`src/rtl/router_pkg.sv`:
```
// Shared encodings for the 2x2 router datapath and its scheduler.
package router_pkg;

   typedef enum logic [1:0] {
      SEL_PASS  = 2'b00,
      SEL_CROSS = 2'b01,
      SEL_BCA   = 2'b10,
      SEL_BCB   = 2'b11
   } sel_e;

   localparam logic [1:0] DST_NONE = 2'b00;
   localparam logic [1:0] DST_X    = 2'b01;
   localparam logic [1:0] DST_Y    = 2'b10;
   localparam logic [1:0] DST_BOTH = 2'b11;

   // Route a lone granted source (A when !is_b, else B) onto every slot in its mask.
   function automatic sel_e sel_single(logic [1:0] dst, logic is_b);
      if (dst == DST_BOTH) begin
         return is_b ? SEL_BCB : SEL_BCA;
      end
      if (is_b) begin
         return (dst == DST_X) ? SEL_CROSS : SEL_PASS;
      end
      return (dst == DST_X) ? SEL_PASS : SEL_CROSS;
   endfunction

endpackage

```
`src/rtl/router.sv`:
```
// Combinational 8-bit 2x2 crossbar: sources a,b steered onto outputs x,y by sel.
module router
   import router_pkg::*;
(
   input  logic [7:0] i_a,
   input  logic [7:0] i_b,
   input  sel_e       i_sel,
   output logic [7:0] o_x,
   output logic [7:0] o_y
);

   always_comb begin
      o_x = i_a;
      o_y = i_b;
      unique case (i_sel)
         SEL_PASS: begin
            o_x = i_a;
            o_y = i_b;
         end
         SEL_CROSS: begin
            o_x = i_b;
            o_y = i_a;
         end
         SEL_BCA: begin
            o_x = i_a;
            o_y = i_a;
         end
         SEL_BCB: begin
            o_x = i_b;
            o_y = i_b;
         end
      endcase
   end

endmodule

```
`src/rtl/router_sched.sv`:
```
// Round-robin scheduler around the 2x2 router: grants requesters, fills X/Y output
// slots and counts dropped illegal (dst=00) words.
module router_sched
   import router_pkg::*;
#(
   parameter int unsigned CNT_W     = 8,
   parameter bit          PRIO_INIT = 1'b0
) (
   input  logic             i_clk,
   input  logic             i_rst,
   input  logic             i_a_valid,
   input  logic [7:0]       i_a_data,
   input  logic [1:0]       i_a_dst,
   output logic             o_a_ready,
   input  logic             i_b_valid,
   input  logic [7:0]       i_b_data,
   input  logic [1:0]       i_b_dst,
   output logic             o_b_ready,
   output logic             o_x_valid,
   output logic [7:0]       o_x_data,
   input  logic             i_x_ready,
   output logic             o_y_valid,
   output logic [7:0]       o_y_data,
   input  logic             i_y_ready,
   output logic [CNT_W-1:0] o_err_cnt
);

   localparam int unsigned SumW = CNT_W + 1;

   logic             r_prio;
   logic             r_x_valid;
   logic [7:0]       r_x_data;
   logic             r_y_valid;
   logic [7:0]       r_y_data;
   logic [CNT_W-1:0] r_err_cnt;

   logic             w_x_free;
   logic             w_y_free;
   logic             w_a_legal;
   logic             w_b_legal;
   logic             w_a_illegal;
   logic             w_b_illegal;
   logic             w_a_elig;
   logic             w_b_elig;
   logic             w_conflict;
   logic             w_grant_a;
   logic             w_grant_b;
   logic             w_load_x;
   logic             w_load_y;
   sel_e             w_sel;
   logic [7:0]       w_x;
   logic [7:0]       w_y;
   logic [1:0]       w_err_inc;
   logic [SumW-1:0]  w_err_sum;

   assign w_x_free    = !r_x_valid || i_x_ready;
   assign w_y_free    = !r_y_valid || i_y_ready;
   assign w_a_legal   = i_a_valid && (i_a_dst != DST_NONE);
   assign w_b_legal   = i_b_valid && (i_b_dst != DST_NONE);
   assign w_a_illegal = i_a_valid && (i_a_dst == DST_NONE);
   assign w_b_illegal = i_b_valid && (i_b_dst == DST_NONE);

   // A requester is eligible only when every slot in its mask can take a word now.
   assign w_a_elig = w_a_legal && (!i_a_dst[0] || w_x_free) && (!i_a_dst[1] || w_y_free);
   assign w_b_elig = w_b_legal && (!i_b_dst[0] || w_x_free) && (!i_b_dst[1] || w_y_free);
   assign w_conflict = w_a_elig && w_b_elig && ((i_a_dst & i_b_dst) != 2'b00);

   assign w_grant_a = !i_rst && w_a_elig && (!w_conflict || !r_prio);
   assign w_grant_b = !i_rst && w_b_elig && (!w_conflict || r_prio);

   assign o_a_ready = !i_rst && (w_grant_a || w_a_illegal);
   assign o_b_ready = !i_rst && (w_grant_b || w_b_illegal);

   always_comb begin
      w_sel = SEL_PASS;
      if (w_grant_a && w_grant_b) begin
         w_sel = (i_a_dst == DST_X) ? SEL_PASS : SEL_CROSS;
      end else if (w_grant_a) begin
         w_sel = sel_single(i_a_dst, 1'b0);
      end else if (w_grant_b) begin
         w_sel = sel_single(i_b_dst, 1'b1);
      end
   end

   router u_router (
      .i_a   (i_a_data),
      .i_b   (i_b_data),
      .i_sel (w_sel),
      .o_x   (w_x),
      .o_y   (w_y)
   );

   assign w_load_x = (w_grant_a && i_a_dst[0]) || (w_grant_b && i_b_dst[0]);
   assign w_load_y = (w_grant_a && i_a_dst[1]) || (w_grant_b && i_b_dst[1]);

   assign w_err_inc = {1'b0, w_a_illegal} + {1'b0, w_b_illegal};
   assign w_err_sum = {1'b0, r_err_cnt} + SumW'(w_err_inc);

   always_ff @(posedge i_clk) begin
      if (i_rst) begin
         r_prio    <= PRIO_INIT;
         r_x_valid <= 1'b0;
         r_x_data  <= 8'h00;
         r_y_valid <= 1'b0;
         r_y_data  <= 8'h00;
         r_err_cnt <= '0;
      end else begin
         // Only a contested grant moves priority, and always to the loser.
         if (w_conflict) begin
            r_prio <= ~r_prio;
         end
         if (w_load_x) begin
            r_x_valid <= 1'b1;
            r_x_data  <= w_x;
         end else if (i_x_ready) begin
            r_x_valid <= 1'b0;
         end
         if (w_load_y) begin
            r_y_valid <= 1'b1;
            r_y_data  <= w_y;
         end else if (i_y_ready) begin
            r_y_valid <= 1'b0;
         end
         r_err_cnt <= w_err_sum[CNT_W] ? '1 : w_err_sum[CNT_W-1:0];
      end
   end

   assign o_x_valid = r_x_valid;
   assign o_x_data  = r_x_data;
   assign o_y_valid = r_y_valid;
   assign o_y_data  = r_y_data;
   assign o_err_cnt = r_err_cnt;

endmodule

```
`config.mk`:
```
export PLATFORM = sky130hd
export DESIGN_NAME = router_sched
export DESIGN_NICKNAME = d
export VERILOG_FILES = /design/src/rtl/router_pkg.sv /design/src/rtl/router.sv /design/src/rtl/router_sched.sv
export SDC_FILE = /design/constraint.sdc
export NUM_CORES = 1
export LEC_CHECK = 0
export BUFFER_PORTS_ARGS = -buffer_cell sky130_fd_sc_hd__clkbuf_2
export CORE_UTILIZATION = 48
export CTS_CLUSTER_DIAMETER = 80
export DETAILED_ROUTE_END_ITERATION = 8
export PLACE_DENSITY = 0.73
export SYNTH_ARGS = -nofsm -noshare
export SYNTH_HDL_FRONTEND = slang
export SYNTH_SLANG_ARGS = --single-unit
```
`constraint.sdc`:
```
create_clock -name i_clk -period 4.8 [get_ports i_clk]
set_input_delay 0.72 -clock i_clk [delete_from_list [all_inputs] [get_ports i_clk]]
set_output_delay 0.72 -clock i_clk [all_outputs]
set_load 0.05 [all_outputs]
```
# [Yosys cells after proc, flatten, opt, wreduce, memory -nomap -nowiden]
# Cells that the tools add are included.
[op_classes] addsub=2 n_eq_ne=7 mux=29 bitwise=2 n_reduce_logical=54
[ops] operator="$pmux W8 S2" n=2
[ops] operator="$logic_and A1 B1 Y1" n=21
[ops] operator="$mux W1" n=19
[ops] operator="$mux W2" n=7
[ops] operator="$logic_or A1 B1 Y1" n=12
[ops] operator="$reduce_bool A2 Y1" n=5
[ops] operator="$add A8 B2 Y9" n=1
[ops] operator="$logic_not A1 Y1" n=9
[ops] operator="$eq A2 B2 Y1 const B" n=4
[ops] operator="$mux W8" n=1
[ops] operator="$reduce_or A2 Y1" n=4
[ops] operator="$eq A2 B1 Y1 const B" n=3
[ops] operator="$logic_not A2 Y1" n=3
[ops] operator="$add A1 B1 Y2" n=1
[ops] operator="$and A2 B2 Y2" n=1
[ops] operator="$not A1 Y1" n=1
[word_totals] ff_bits=27 in_bits=26 out_inout_bits=28 wordCells=100

# [Depth between registers and ports, before layout]
# Gate-level depths: netlist of the first run.
[logic_depth] ltp_word=25 ltp_mapped=8 ltp_nobuf=8

# [Cells and area by module]
# From an unflattened synthesis of the first run, not the netlist that was laid out.
[hier_totals] hier_cells=157 hier_area_um2=1585.3
[modules_own_cells] module="router_sched" n_inst=1 cells_each=136 area_each_um2=1360.1 seq_area_each_um2=540.5
[modules_own_cells] module="router" n_inst=1 cells_each=21 area_each_um2=225.2 seq_area_each_um2=0.0

# [Worst setup path after synthesis of the first run]
# No wires, ideal clock.
[synth_path] path_kind="input to output" start="input port i_a_dst[0]" end="output port o_b_ready" arrival_ns=2.489 required_ns=4.080 setup_slack_ns=1.591 cell_stages=7 path_buffers=2 path_cell_list="buf_6 o21ai_0 a211oi_4 clkbuf_1 nand2_1 nand2_1 a21oi_1"
[synth_between] elab_chain_len=11 elab_cells_between_ends=15 classes_between="1 x bitwise; 14 x reduce/logical"
[synth_lines] element="start, declared" line="router_sched.sv:13" text="input logic [1:0] i_a_dst,"
[synth_lines] element="$reduce_bool A2 Y1 / $logic_not A1 Y1 (equally long branches)" line="router_sched.sv:58, router_sched.sv:64"
[synth_lines] element="$logic_and A1 B1 Y1 / $logic_or A1 B1 Y1 (equally long branches)" line="router_sched.sv:58, router_sched.sv:64"
[synth_lines] element="$logic_and A1 B1 Y1 (2 in series)" line="router_sched.sv:64" text="assign w_a_elig = w_a_legal && (!i_a_dst[0] || w_x_free) && (!i_a_dst[1] || w_y_free);"
[synth_lines] element="$logic_and A1 B1 Y1" line="router_sched.sv:66" text="assign w_conflict = w_a_elig && w_b_elig && ((i_a_dst & i_b_dst) != 2'b00);"
[synth_lines] element="$logic_and A1 B1 Y1 *" line="router_sched.sv:66"
[synth_lines] element="$logic_not A1 Y1 *" line="router_sched.sv:69" text="assign w_grant_b = !i_rst && w_b_elig && (!w_conflict || r_prio);"
[synth_lines] element="$logic_or A1 B1 Y1 *" line="router_sched.sv:69"
[synth_lines] element="$logic_and A1 B1 Y1 *" line="router_sched.sv:69"
[synth_lines] element="$logic_or A1 B1 Y1 *" line="router_sched.sv:72" text="assign o_b_ready = !i_rst && (w_grant_b || w_b_illegal);"
[synth_lines] element="$logic_and A1 B1 Y1 *" line="router_sched.sv:72"
[synth_lines] element="end, declared" line="router_sched.sv:18" text="output logic o_b_ready,"
# Mark *: on every way between the ends. The rest lies on a longest branch, timed or not.

# [Worst setup path after layout of the first run]
[layout_path] start="input port i_a_dst[0]" end="output port o_a_ready"
[layout_between] elab_chain_len=11 elab_cells_between_ends=18 classes_between="1 x bitwise; 17 x reduce/logical"
[layout_lines] element="$reduce_bool A2 Y1 / $logic_not A1 Y1 (equally long branches)" line="router_sched.sv:58, router_sched.sv:64"
[layout_lines] element="$logic_and A1 B1 Y1 / $logic_or A1 B1 Y1 (equally long branches)" line="router_sched.sv:58, router_sched.sv:64"
[layout_lines] element="$logic_and A1 B1 Y1 (2 in series)" line="router_sched.sv:64"
[layout_lines] element="$logic_and A1 B1 Y1 (2 in series)" line="router_sched.sv:66"
[layout_lines] element="$logic_not A1 Y1" line="router_sched.sv:68" text="assign w_grant_a = !i_rst && w_a_elig && (!w_conflict || !r_prio);"
[layout_lines] element="$logic_or A1 B1 Y1" line="router_sched.sv:68"
[layout_lines] element="$logic_and A1 B1 Y1" line="router_sched.sv:68"
[layout_lines] element="$logic_or A1 B1 Y1 *" line="router_sched.sv:71" text="assign o_a_ready = !i_rst && (w_grant_a || w_a_illegal);"
[layout_lines] element="$logic_and A1 B1 Y1 *" line="router_sched.sv:71"
[layout_lines] element="end, declared" line="router_sched.sv:14" text="output logic o_a_ready,"
# Marked as above.

==> results.toml, run 1 <==
[finish]
final_common_cell = "clkbuf_2"
antenna_cells = 0
design.final.nets = 266
synthToLayoutAreaGrowth_pct = 16.3
drive_gt1_share_pct = 32.1
multi_input_area_sq_um = 1050
mostFrequentLayoutCells = "clkbuf_2 (53), dfxtp_1 (27), inv_1 (19), a211oi_1 (18), a21oi_1 (15)"
seq_area_sq_um = 541
fillers = 315

[place]
gp_congestion = 0.868
post-place-ws_ns = 1.58
post-dp-hpwl_um = 3370
io_buffers = 53

[grt]
grt_max_degree = 24
overflow = 0
first_global_vias = 1555
grt_pass1_wl_um = 7330
grt_usage_pct = 25.7
antenna_found_initial = 0

[timing]
tightest_slew_ns = 0.803
setup-violations-final = 0
rsz0062_at_grt = "false"
period_needed_ns = 3.24
setup_ws_ns = 1.56
hold_violations = 0
post-route-period-util_pct = 67.6
finClkSkew_ns = 0.0160
drv_slew = 0
fin_hold_ws_ns = 0.551
fmax_mhz = 308
relSlewSlack_pct = 46.3
tns_ns = 0

[synth]
synth_mux_area_share_pct = 0.578
ys_seq_area_share_pct = 31.2
synth_cells = 191
synth.distinct_cells = 45
ys.flop_type = "dfxtp_1"
synth_fa_ha_area_share_pct = 1.88
synth_compound_area_share_pct = 40.8
synth_simple_gate_area_share_pct = 14.7
syn_area_sq_um = 1730
synth.avg_cell_area_sq_um = 9.07
async_reset_ff_share_pct = 0
synth-xor-area-share_pct = 2.53
synth-edff-count = 0
yosysWarnings = 0
synth_top_family_by_area = "compound AO/OA/AOI/OAI gates"
syn_nets = 219
synth-seq-cells = 27

[clock_network]
cts_tree = "yes"
htreeDepth = 1
cts_buffer_depth = 2
cts_root_buffer = "clkbuf_4"
clk_latency_ns = 0.33
cts_setup_buffers = 0
postCtsHoldBufs = 0
clk_pin_slew_ns = 0.16
cts_made_buffers = 3
clock_sinks = 27
cts_resized = 0

[worst_hold_path]
min_path_cells = 1
hp-class = "register to register"

[floorplanning]
coreArea_sq_um = 3390
die_w_um = 62.1
rows = 21
die_y_um = 62.1
dieArea_sq_um = 3850
start_util_pct = 51.1
ios = 54

[drt]
wirelength_um = 4530
first_pass_iters = 4
routed.top_layer = "met4"
met1_length_um = 2120
vias_per_cell = 6.12
drt_iter0_drc = 81
drc = 0
wl_met3_um = 214
wl_per_cell_um = 16.0
num_vias = 1731
ant_nets = 0
route.met2.wl_um = 2130

[worst_setup_path]
slowest_stage = "a2111oi_2"
worstPathArrival_ns = 2.52
crit_path_cell_trace = "clkbuf_2, o21ai_0, a2111oi_2, o21ai_1, o21ai_0, clkbuf_2"
critPathLaunchType = "primary input"
critPathKind = "primary input to primary output"
worst-r2r-cell-count = 5
cp_max_fo = 9
required_ns = 4.08
critPathMaxStageDelay_ns = 0.52
end_kind = "primary output"

[power_and_ir_drop]
power_leakage_nw = 0.835
powerDensity_nw_per_um2 = 264
peakVddDrop_v = 0.000117
power_w = 0.000532

[outcome]
status = "completed"

[run]
cap_viol_max_count = 0
## sequential cells by signal, summed over array words and instances (netlist names)
name	count
o_err_cnt	8
o_x_data	8
o_x_valid	1
o_y_data	8
o_y_valid	1
r_prio	1
## cell families after synthesis
group	count (synthesis)
compound gates	83
xor+xnor	5
buf+inv	31
mux	1
flops	27
simple gates	42
fa+ha+maj	2
## worst max-delay path: cells and delay by family
kind / cells / cell delay (ns)
buf+inv: 2 / 0.50
compound gates: 4 / 1.30
## metal layers
| metal | track usage [%] | vias to the layer above |
|---|---|---|
| li1 | - | 838 |
| met1 | 35.0 | 823 |
| met2 | 41.5 | 60 |
| met3 | 3.31 | 10 |
| met4 | 9.52 | 0 |
| met5 | 0 | - |
## power breakdown
| group | internal, W | leakage (nW) | switching [W] |
|---|---|---|---|
| registers | 0.000241 | 0.221 | 0.00000977 |
| clock network | 0.0000312 | 0.0177 | 0.0000681 |
| logic | 0.0000510 | 0.596 | 0.000131 |
| total | 0.000323 | 0.835 | 0.000209 |
## per-stage QoR
step                      instances  util (%)  cell area [sq um]
after floorplan                 191         -               1730
after global placement          279      58.6               1990
after detailed placement        279      58.6               1990
after CTS                       283      59.4               2010
after global routing            283      59.4               2010
final                           283      59.4               2010
## cells in the mapped netlist (3+ instances only)
| master | count | area, sq um |
|---|---|---|
| a41oi_2 | 5 | 81.3 |
| buf_6 | 3 | 33.8 |
| and3b_1 | 3 | 26.3 |
| a211oi_1 | 18 | 135 |
| o21ai_0 | 3 | 15.0 |
| nand2b_1 | 3 | 18.8 |
| buf_2 | 3 | 15.0 |
| a41oi_1 | 3 | 26.3 |
| inv_1 | 19 | 71.3 |
| a31oi_1 | 9 | 56.3 |
| nand3_1 | 6 | 30.0 |
| nor2b_1 | 4 | 25.0 |
| dfxtp_1 | 27 | 541 |
| o221a_2 | 7 | 78.8 |
| o21a_1 | 3 | 22.5 |
| nor2_1 | 3 | 11.3 |
| o211ai_1 | 8 | 60.1 |
| xor2_1 | 4 | 35.0 |
| a21oi_1 | 15 | 75.1 |
| nand2_1 | 5 | 18.8 |
| nand4_1 | 10 | 62.6 |
| clkbuf_1 | 3 | 11.3 |
## final cells by class
class | count | share of cell area (%)
multi-input combinational | 133 | 52.0
tap | 46 | 2.86
clock buffer | 3 | 1.12
sequential | 27 | 26.8
timing repair buffer | 53 | 13.2
clock inverter | 1 | 0.248
inverter | 20 | 3.73
## worst paths after layout
kind | start | end | slack, ns
max reg2reg | o_x_valid$_SDFFE_PP0P_ | o_y_data[0]$_SDFFE_PP0P_ | 2.35
max | i_a_dst[0] | o_a_ready | 1.56
min | o_x_data[2]$_SDFFE_PP0P_ | o_x_data[2]$_SDFFE_PP0P_ | 0.55
min reg2reg | o_x_data[2]$_SDFFE_PP0P_ | o_x_data[2]$_SDFFE_PP0P_ | 0.55
Power figures use the tool's default switching activity.
==> run 2: changes to the inputs <==
- CORE_UTILIZATION: 48 -> 46
- clock period: 4.8 -> 2.7 ns (I/O delays scaled with it)
==> results.toml, run 2 (synthesized netlist as in run 1, its figures left out) <==
[timing]
drv_slew = 0
finClkSkew_ns = 0.00269
hold_violations = 0
tns_ns = 0
rsz0062_at_grt = "false"
fmax_mhz = 411
tightest_slew_ns = 0.557
setup-violations-final = 0
relSlewSlack_pct = 62.9
post-route-period-util_pct = 90.1
period_needed_ns = 2.43

[floorplanning]
start_util_pct = 49.9
die_y_um = 63.4
die_w_um = 63.4
rows = 21
coreArea_sq_um = 3470
ios = 54
dieArea_sq_um = 4010

[place]
dp.cells = 285
post-dp-hpwl_um = 3390
io_buffers = 53
gp_congestion = 0.881

[worst_setup_path]
required_ns = 2.30
regToRegSetupSlack_ns = 0.45
cp_num_buf_inv = 1
crit_start = "o_y_valid$_SDFFE_PP0P_"
critPathLaunchType = "register"
critPathCapture = "o_a_ready"
worstPathArrival_ns = 2.03
cp_max_fo = 4
crit_family = "compound AO/OA/AOI/OAI gates"
regToRegStartpoint = "o_x_valid$_SDFFE_PP0P_"
path_depth = 5
critPathKind = "register to primary output"
worstReg2RegEnd = "o_y_data[1]$_SDFFE_PP0P_"
worst-r2r-cell-count = 5
critPathMaxStageDelay_ns = 0.54
slowest_stage = "a2111oi_2"
crit_path_cell_trace = "and3b_1, a2111oi_2, o21ai_1, o21ai_0, clkbuf_2"
end_kind = "primary output"

[power_and_ir_drop]
power_w = 0.00102
combPwrFrac_pct = 31.9
powerDensity_nw_per_um2 = 489
p_int_w = 0.000633
p_sw_share_pct = 37.9
p_switching_w = 0.000387
seq_power_share_pct = 43.7
clock_power_share_pct = 24.4
power_leakage_nw = 0.872
peakVddDrop_v = 0.000223

[drt]
vias_per_cell = 5.90
wl_per_cell_um = 14.9
drc = 0
ant_nets = 0
wirelength_um = 4300
first_pass_iters = 4
drt_iter0_drc = 101
num_vias = 1706

[grt]
overflow = 0
grt_max_degree = 21
antenna_found_initial = 0
grt_pass1_wl_um = 7160
first_global_vias = 1525
grt_usage_pct = 22.3

[clock_network]
clock_sinks = 27
cts_setup_buffers = 0
htreeDepth = 1
postCtsHoldBufs = 0
clk_latency_ns = 0.28
cts_root_buffer = "clkbuf_8"
cts_resized = 0
clk_pin_slew_ns = 0.10
cts_tree = "yes"
cts_buffer_depth = 2
cts_made_buffers = 3

[finish]
final_cell_count_no_fill = 289
mostFrequentLayoutCells = "clkbuf_2 (53), dfxtp_1 (27), inv_1 (19), a211oi_1 (18), a21oi_1 (14)"
final_common_cell = "clkbuf_2"
drive_gt1_share_pct = 34.2
design.final.nets = 272
synthToLayoutAreaGrowth_pct = 20.4
fillers = 315
antenna_cells = 0

[run]
cap_viol_max_count = 0

[outcome]
status = "completed"

[worst_hold_path]
min_path_cells = 3
hp-class = "primary input to register"
-- run 2: tightest hold or removal path, stage by stage --
cell	delay, ns
clkbuf_2	0.10
nor2_1	0.10
a211oi_1	0.05
-- run 2: metal layers --
metal / global-route usage [%] / part of all wire [%] / vias to the layer above
li1: - / - / 851
met5: 0 / 0 / -
met3: 3.99 / 7.1 / 11
met2: 32.4 / 43 / 75
met1: 32.6 / 48 / 769
met4: 7.10 / 2.1 / 0
-- run 2: final cells by class --
type	instances	area [sq um]	area share, %
flip-flops and latches	27	541	25.9
well taps	46	57.6	2.76
clock buffers	3	41.3	1.98
repair buffers	59	310	14.9
multi-input cells	133	1050	50.4
clock inverters	1	8.76	0.420
inverters	20	75.1	3.60
-- run 2: metrics by stage --
step | area (sq um) | util (%) | hold slack (ns) | worst slack [ns]
final | 2090 | 60.1 | 0.424 | 0.267
after global routing | 2090 | 60.1 | 0.431 | 0.143
after CTS | 2090 | 60.1 | 0.427 | 0.269
after detailed placement | 2040 | 58.7 | 0.511 | 0.244
after global placement | 2040 | 58.7 | 0.512 | 0.312
after floorplan | 1740 | - | 0.556 | 0.134
-- run 2: worst min-delay path by stage --
stage                                         from                       end
after CTS                              i_a_data[0]  o_x_data[0]$_SDFFE_PP0P_
after global placement    o_x_data[7]$_SDFFE_PP0P_  o_x_data[7]$_SDFFE_PP0P_
final                                  i_a_data[0]  o_x_data[0]$_SDFFE_PP0P_
after global routing                   i_a_data[6]  o_x_data[6]$_SDFFE_PP0P_
after detailed placement  o_x_data[6]$_SDFFE_PP0P_  o_x_data[6]$_SDFFE_PP0P_
after floorplan                r_prio$_SDFFE_PP0N_       r_prio$_SDFFE_PP0N_
-- run 2: power by group through the flow --
stage	sequential (W)	combinational [W]	clock, W
after CTS	0.000446	0.000325	0.000254
after global placement	0.000456	0.000322	0
after floorplan	0.000555	0.000143	0
after detailed placement	0.000455	0.000324	0
after global routing	0.000449	0.000348	0.000272
final	0.000446	0.000326	0.000249
